### src/rtl/reg_bank_shadow.sv
// Shadow/active register bank: bus writes land in shadow registers,
// commit copies every shadow into the active bank driven onto cfg_data_out.
//
// Ports:
//   clk, rst_n    - clock, async active-low reset
//   reg_we/reg_re - write/read strobes for reg_addr
//   reg_addr      - register address (hit window BASE_ADDR..+NREG-1)
//   reg_data_in   - write data
//   commit        - copy all shadows into the active bank
//   reg_data_out  - registered read data (0 when no valid read)
//   reg_rvalid    - read data valid, one cycle after a hit read
//   cfg_data_out  - active bank, register i at [i*DW +: DW]
//   cfg_update    - one-cycle pulse with newly committed values
//   pending       - shadow written since last commit
module reg_bank_shadow #(
  parameter int unsigned    DW        = 16,
  parameter int unsigned    NREG      = 4,
  parameter int unsigned    ABW       = 8,
  parameter int unsigned    BASE_ADDR = 0,
  parameter logic [DW-1:0]  RST_VAL   = '0
) (
  input  logic               clk,
  input  logic               rst_n,
  input  logic               reg_we,
  input  logic               reg_re,
  input  logic [ABW-1:0]     reg_addr,
  input  logic [DW-1:0]      reg_data_in,
  input  logic               commit,
  output logic [DW-1:0]      reg_data_out,
  output logic               reg_rvalid,
  output logic [NREG*DW-1:0] cfg_data_out,
  output logic               cfg_update,
  output logic               pending
);

  localparam int unsigned IW =
    (NREG > 1) ? $clog2(NREG) : 1;

  logic [NREG-1:0][DW-1:0] shadow;
  logic [NREG-1:0][DW-1:0] active;

  logic [31:0]   off;
  logic          hit;
  logic [IW-1:0] idx;
  logic          wr_hit;
  logic          rd_hit;

  // Addresses below BASE_ADDR wrap to huge offsets and miss.
  assign off    = 32'(reg_addr) - BASE_ADDR;
  assign hit    = (off < NREG);
  assign idx    = off[IW-1:0];
  assign wr_hit = reg_we & hit;
  assign rd_hit = reg_re & hit;

  assign cfg_data_out = active;

  always_ff @(posedge clk or negedge rst_n) begin
    if (!rst_n) begin
      shadow       <= {NREG{RST_VAL}};
      active       <= {NREG{RST_VAL}};
      reg_data_out <= '0;
      reg_rvalid   <= 1'b0;
      cfg_update   <= 1'b0;
      pending      <= 1'b0;
    end else begin
      // Reads and commits see the pre-write shadow.
      reg_rvalid   <= rd_hit;
      reg_data_out <= rd_hit ? shadow[idx] : '0;
      cfg_update   <= commit;
      if (commit)
        active <= shadow;
      if (wr_hit)
        shadow[idx] <= reg_data_in;
      // A write in the commit cycle is not yet committed.
      if (wr_hit)
        pending <= 1'b1;
      else if (commit)
        pending <= 1'b0;
    end
  end

endmodule

### config.mk
export PLATFORM = sky130hd
export DESIGN_NAME = reg_bank_shadow
export DESIGN_NICKNAME = d
export VERILOG_FILES = /design/src/rtl/reg_bank_shadow.sv
export SDC_FILE = /design/constraint.sdc
export NUM_CORES = 1
export LEC_CHECK = 0
export CAP_MARGIN = 25
export CELL_PAD_IN_SITES_DETAIL_PLACEMENT = 1
export CELL_PAD_IN_SITES_GLOBAL_PLACEMENT = 2
export CORE_ASPECT_RATIO = 0.9
export CORE_MARGIN = 2
export CORE_UTILIZATION = 37
export CTS_CLUSTER_SIZE = 10
export DETAILED_ROUTE_END_ITERATION = 6
export PLACE_DENSITY = 0.8
export SYNTH_ARGS = -nofsm -noshare
export SYNTH_HDL_FRONTEND = slang
export SYNTH_SLANG_ARGS = --single-unit
### constraint.sdc
create_clock -name clk -period 1.6 [get_ports clk]
set_clock_uncertainty 0.1 [all_clocks]
set_input_delay 0.24 -clock clk [delete_from_list [all_inputs] [get_ports clk]]
set_output_delay 0.24 -clock clk [all_outputs]
set_load 0.005 [all_outputs]
=== After elaboration in Yosys (flattened, before gate mapping) ===
Index checks and enable logic that the tools add are counted.

* $add $sub $neg: 0
* $mul: 0
* Div/mod/pow operators: 0
* Order comparisons: 3
* Equality and inequality tests: 0
* Shift operators: 0
* Multiplexer cells: 8
* Bitwise operators: 2
* Reduce and logical (&&, ||, !) cells: 2

{| class="wikitable"
|+ Operators with widths
! operator !! number
|-
| 64-bit bitwise mux || 1
|-
| 16-bit 2-to-1 mux || 3
|-
| 16-bit binary-select mux with 2-bit select || 1
|-
| 16-bit demux with 2-bit select || 1
|-
| 8-bit by 3-bit less-than comparator with 1-bit output, second input constant || 1
|-
| 2-bit by 3-bit less-than comparator with 1-bit output, second input constant || 1
|-
| 1-bit bitwise AND || 2
|-
| 2-bit by 1-bit greater-or-equal comparator with 1-bit output, second input constant || 1
|-
| 1-bit 2-to-1 mux || 2
|-
| 2-bit nonzero test || 1
|-
| 1-bit logical AND || 1
|}

* Register bits after elaboration: 147
* Bits in latches: 0
* Memory bits (writable): 0
* ROM bits: 0
* Input bits: 29
* Output and inout port bits: 83
* Logic and storage cells: 27
* Memories: 0

=== Logic depth before layout (Yosys ltp) ===
Gate-level depths: netlist of run 1.

* Depth in word-level cells: 5
* Mapped depth: 5
* Gate-level depth less buffers: 3

=== Least setup slack after synthesis of run 1 ===
No wires, ideal clock.

* Path kind: input-to-reg
* From: input port reg_addr[7]
* To: register shadow[21] in the netlist's numbering
* Library setup time: 0.125 ns
* Arrival time: 1.426 ns
* Data required time: 1.375 ns
* Setup slack: -0.051 ns
* Stages: 4
* Buffers on the path: 1
* Cell sequence: nor4_4 -> nand4b_2 -> buf_4 -> mux2_2

* Word-level cells in the longest chain between the ends: 2

{| class="wikitable"
|+ RTL lines
! what !! line !! RTL
|-
| from (decl) || 26 || <nowiki>input logic [ABW-1:0] reg_addr,</nowiki>
|-
| 8-bit by 3-bit less-than comparator with 1-bit output || 50 || <nowiki>assign hit = (off < NREG);</nowiki>
|-
| 1-bit bitwise AND || 52 || <nowiki>assign wr_hit = reg_we & hit;</nowiki>
|-
| to (signal assigned) || 59 || <nowiki>shadow <= {NREG{RST_VAL}};</nowiki>
|-
| to (signal, indexed assignment) || 73 || <nowiki>shadow[idx] <= reg_data_in;</nowiki>
|-
| to (decl) || 39 || <nowiki>logic [NREG-1:0][DW-1:0] shadow;</nowiki>
|}

Every way passes these cells.
A chain may end at the register's enable or synchronous reset.

=== Worst setup path after layout of run 1 ===
* From: input port reg_addr[5]
* To: register shadow[29] in the netlist's numbering

The elaborated chain is that of the path after synthesis.

==> results of run 1 <==
[per-stage QoR]
| stage | power [mW] | TNS, ns | cells |
|---|---|---|---|
| 2_1_floorplan | 4.31 | -0.939 | 336 |
| 3_3_place_gp | 4.77 | -29.14 | 653 |
| 3_5_place_dp | 4.80 | -31.08 | 653 |
| 4_1_cts | 8.82 | 0 | 699 |
| 5_1_grt | 9.04 | -0.0106 | 700 |
| 6_report | 8.69 | 0 | 700 |
[power breakdown]
group | internal [mW] | switching, mW | total, mW | leakage (nW)
Combinational | 0.400 | 0.278 | 0.678 | 2.02
Sequential | 3.89 | 0.110 | 4.00 | 2.03
Clock | 2.55 | 1.46 | 4.02 | 0.302
[cell type report]
cell class	count	area (sq um)
clock buffers	21	470
clock inverters	11	133
fillers	1493	7310
inverters	2	7.51
multi-input cells	171	2020
flip-flops and latches	147	3680
well taps	202	253
repair buffers	146	1460
[layer usage]
metal	up-vias	global-route usage [%]
met2	65	29.1
met4	0	6.71
li1	1521	-
met3	17	3.97
met5	-	0
met1	1773	21.9
[flip-flops by register name, summed over array words and instances (netlist names)]
name          count
reg_data_out     16
reg_rvalid        1
pending           1
cfg_data_out     64
cfg_update        1
shadow           64
[worst max path at each step]
stage	start	slack (ns)	end	cells after the start
after floorplan	reg_addr[7]	-0.05	shadow[21]	4
after global placement	reg_addr[7]	-0.42	shadow[8]	6
after detailed placement	reg_addr[7]	-0.46	shadow[7]	6
after CTS	reg_data_out[4]	0.001	reg_data_out[4]	1
after global routing	reg_addr[5]	-0.004	shadow[50]	6
final	reg_addr[5]	0.03	shadow[29]	6
[logic make-up (layout without fill, tap and decap cells)]
| group | Yosys count | after routing | share of synthesized area [%] |
|---|---|---|---|
| DFF | 147 | 147 | 63.8 |
| muxes | 144 | 144 | 31.2 |
| and+or+nand+nor | 26 | 26 | 3.51 |
| buffers and inverters | 18 | 180 | 1.41 |
| AOI/OAI and AO/OA | 1 | 1 | 0.0867 |
[cells in the final DEF, fill, tap and decap left out]
cell / n
clkinvlp_4: 1
nor3b_2: 1
nor4_4: 1
dfrtp_1: 147
nand4b_2: 2
mux2_2: 128
nand2_1: 1
clkinv_2: 7
clkbuf_2: 1
dlymetal6s2s_1: 9
buf_16: 1
mux4_2: 16
nand4_4: 1
nand3_1: 1
clkbuf_1: 1
clkdlybuf4s50_1: 24
o21ai_0: 1
dlygate4sd2_1: 75
clkbuf_8: 3
buf_12: 10
nor2b_1: 16
buf_6: 1
buf_2: 1
nand3_2: 1
nor2_1: 2
inv_1: 2
buf_4: 21
dlygate4sd3_1: 2
bufinv_16: 3
clkbuf_16: 18
[worst max-delay path: stages]
cell and delay (ns):
clkdlybuf4s50_1 0.46, nor4_4 0.27, buf_4 0.19, nand4b_2 0.13, buf_12 0.19, mux2_2 0.28
[repair_timing]
action,in CTS,in global routing
resized for setup,76,10
pin swaps,1,2
gates cloned,1,1
endpoints found under the setup margin,81,71
hold buffers,2,0
hold endpoints to repair,58,0
setup buffers,11,0
==> results.json, run 1 <==
{
  "yosysSeqAreaShare_pct": 63.8,
  "cts_tree": "done",
  "fmax_mhz": 636,
  "ys_ff_latch": 147,
  "boundaryPins": 112,
  "initial_utilization_pct": 37.6,
  "cts_made_buffers": 17,
  "hpwl_um": 8950,
  "grt_start_max_net_pins": 46,
  "cts_root_buf": "clkbuf_16",
  "syn_to_final_growth_pct": 39.0,
  "finalWirelength_um": 13400,
  "syn_nets": 365,
  "pre_cts_ws_ns": -0.459,
  "synth-edff-count": 0,
  "routed-wl-met2_um": 6880,
  "grt_overflow": 0,
  "period_minus_slack_ns": 1.57,
  "wl_per_cell_um": 19.1,
  "r2r-end": "reg_data_out[14]",
  "routed-wl-met3_um": 398,
  "fp.dieW_um": 136,
  "synth_cell_type_count": 17,
  "rr_worst_depth": 2,
  "yosysMostFrequentCell": "dfrtp_1",
  "synthFlopType": "dfrtp_1",
  "die_h_um": 122,
  "clkTransAtPathRegs_ns": 0.05,
  "fp.dieArea_sq_um": 16600,
  "vias": 3376,
  "worstMarginPinSlew_ns": 0.448,
  "routabilityCongestion": 0.713,
  "required_ns": 1.80,
  "drive_gt1_share_pct": 43.6,
  "dr.pass1.iters": 4,
  "total_leakage_power_nw": 4.35,
  "setup_viol": 0,
  "crit_type": "input port to register",
  "vdd_drop_max_mv": 0.807,
  "layout_setup_ws_ns": 0.0288,
  "final_cell_area_sq_um": 8020,
  "rrSetupSlack_ns": 0.35,
  "grt_use_total_pct": 17.3,
  "grt_pass1_wl_um": 21300,
  "ys_top_cells_by_count": "dfrtp_1 (147), mux2_2 (128), mux4_2 (16), nor2b_1 (16), clkbuf_1 (9)",
  "ys_async_sr_fraction_pct": 100,
  "yosys-top-cells-area": "dfrtp_1 (64%), mux2_2 (25%), mux4_2 (6.2%)",
  "status": "completed",
  "hold_path.class": "input port to asynchronous set/reset pin",
  "clock_sinks": 147,
  "core_area_sq_um": 15300,
  "syn_area_sq_um": 5770,
  "netlist_instances": 336,
  "grt_pass1_vias": 3812,
  "finalCritPeriodShare_pct": 98.2,
  "numPortBuffers": 111,
  "yosysTopAreaCell": "dfrtp_1",
  "fp-row-count": 43,
  "antennaDiodeCount": 0,
  "ys_warn_count": 0,
  "hold_violations": 0,
  "final_nets": 514,
  "antenna_found_initial": 0,
  "critPathCaptureType": "register",
  "drt_iter0_markers": 144,
  "cts_buffer_depth": 2,
  "rr_startpoint": "shadow[62]",
  "clock_latency_ns": 0.42,
  "power.density_nw_per_um2": 1080,
  "placed_area_sq_um": 7330,
  "timing.hold.ws_ns": 0.225,
  "crit_arrival_ns": 1.77,
  "drc_errors": 0,
  "antenna_left": 0,
  "wl_met1_um": 5880,
  "cp-start-kind": "input port",
  "yosysTopAreaCellShare_pct": 63.8,
  "maxSlewViolCount": 0,
  "relSlewSlack_pct": 70.1,
  "top_layer_used": "met4",
  "path_max_fanout": 16,
  "drv_cap": 0,
  "htreeDepth": 4,
  "via_per_inst": 4.82,
  "synth_area_per_cell_sq_um": 17.2,
  "post-route-util_pct": 52.3
}
Note: power is estimated with default switching activity, not from simulation.
==> run 2: changes to the inputs <==
CTS_CLUSTER_DIAMETER = 200   (was not set)
==> results of run 2 <==
Final layout, timing and power as in run 1 (identical DEF).
==> run 3: changes to the inputs <==
CAP_MARGIN = 20   (was 25)
==> results of run 3 <==
Final layout, timing and power as in run 1 (identical DEF).
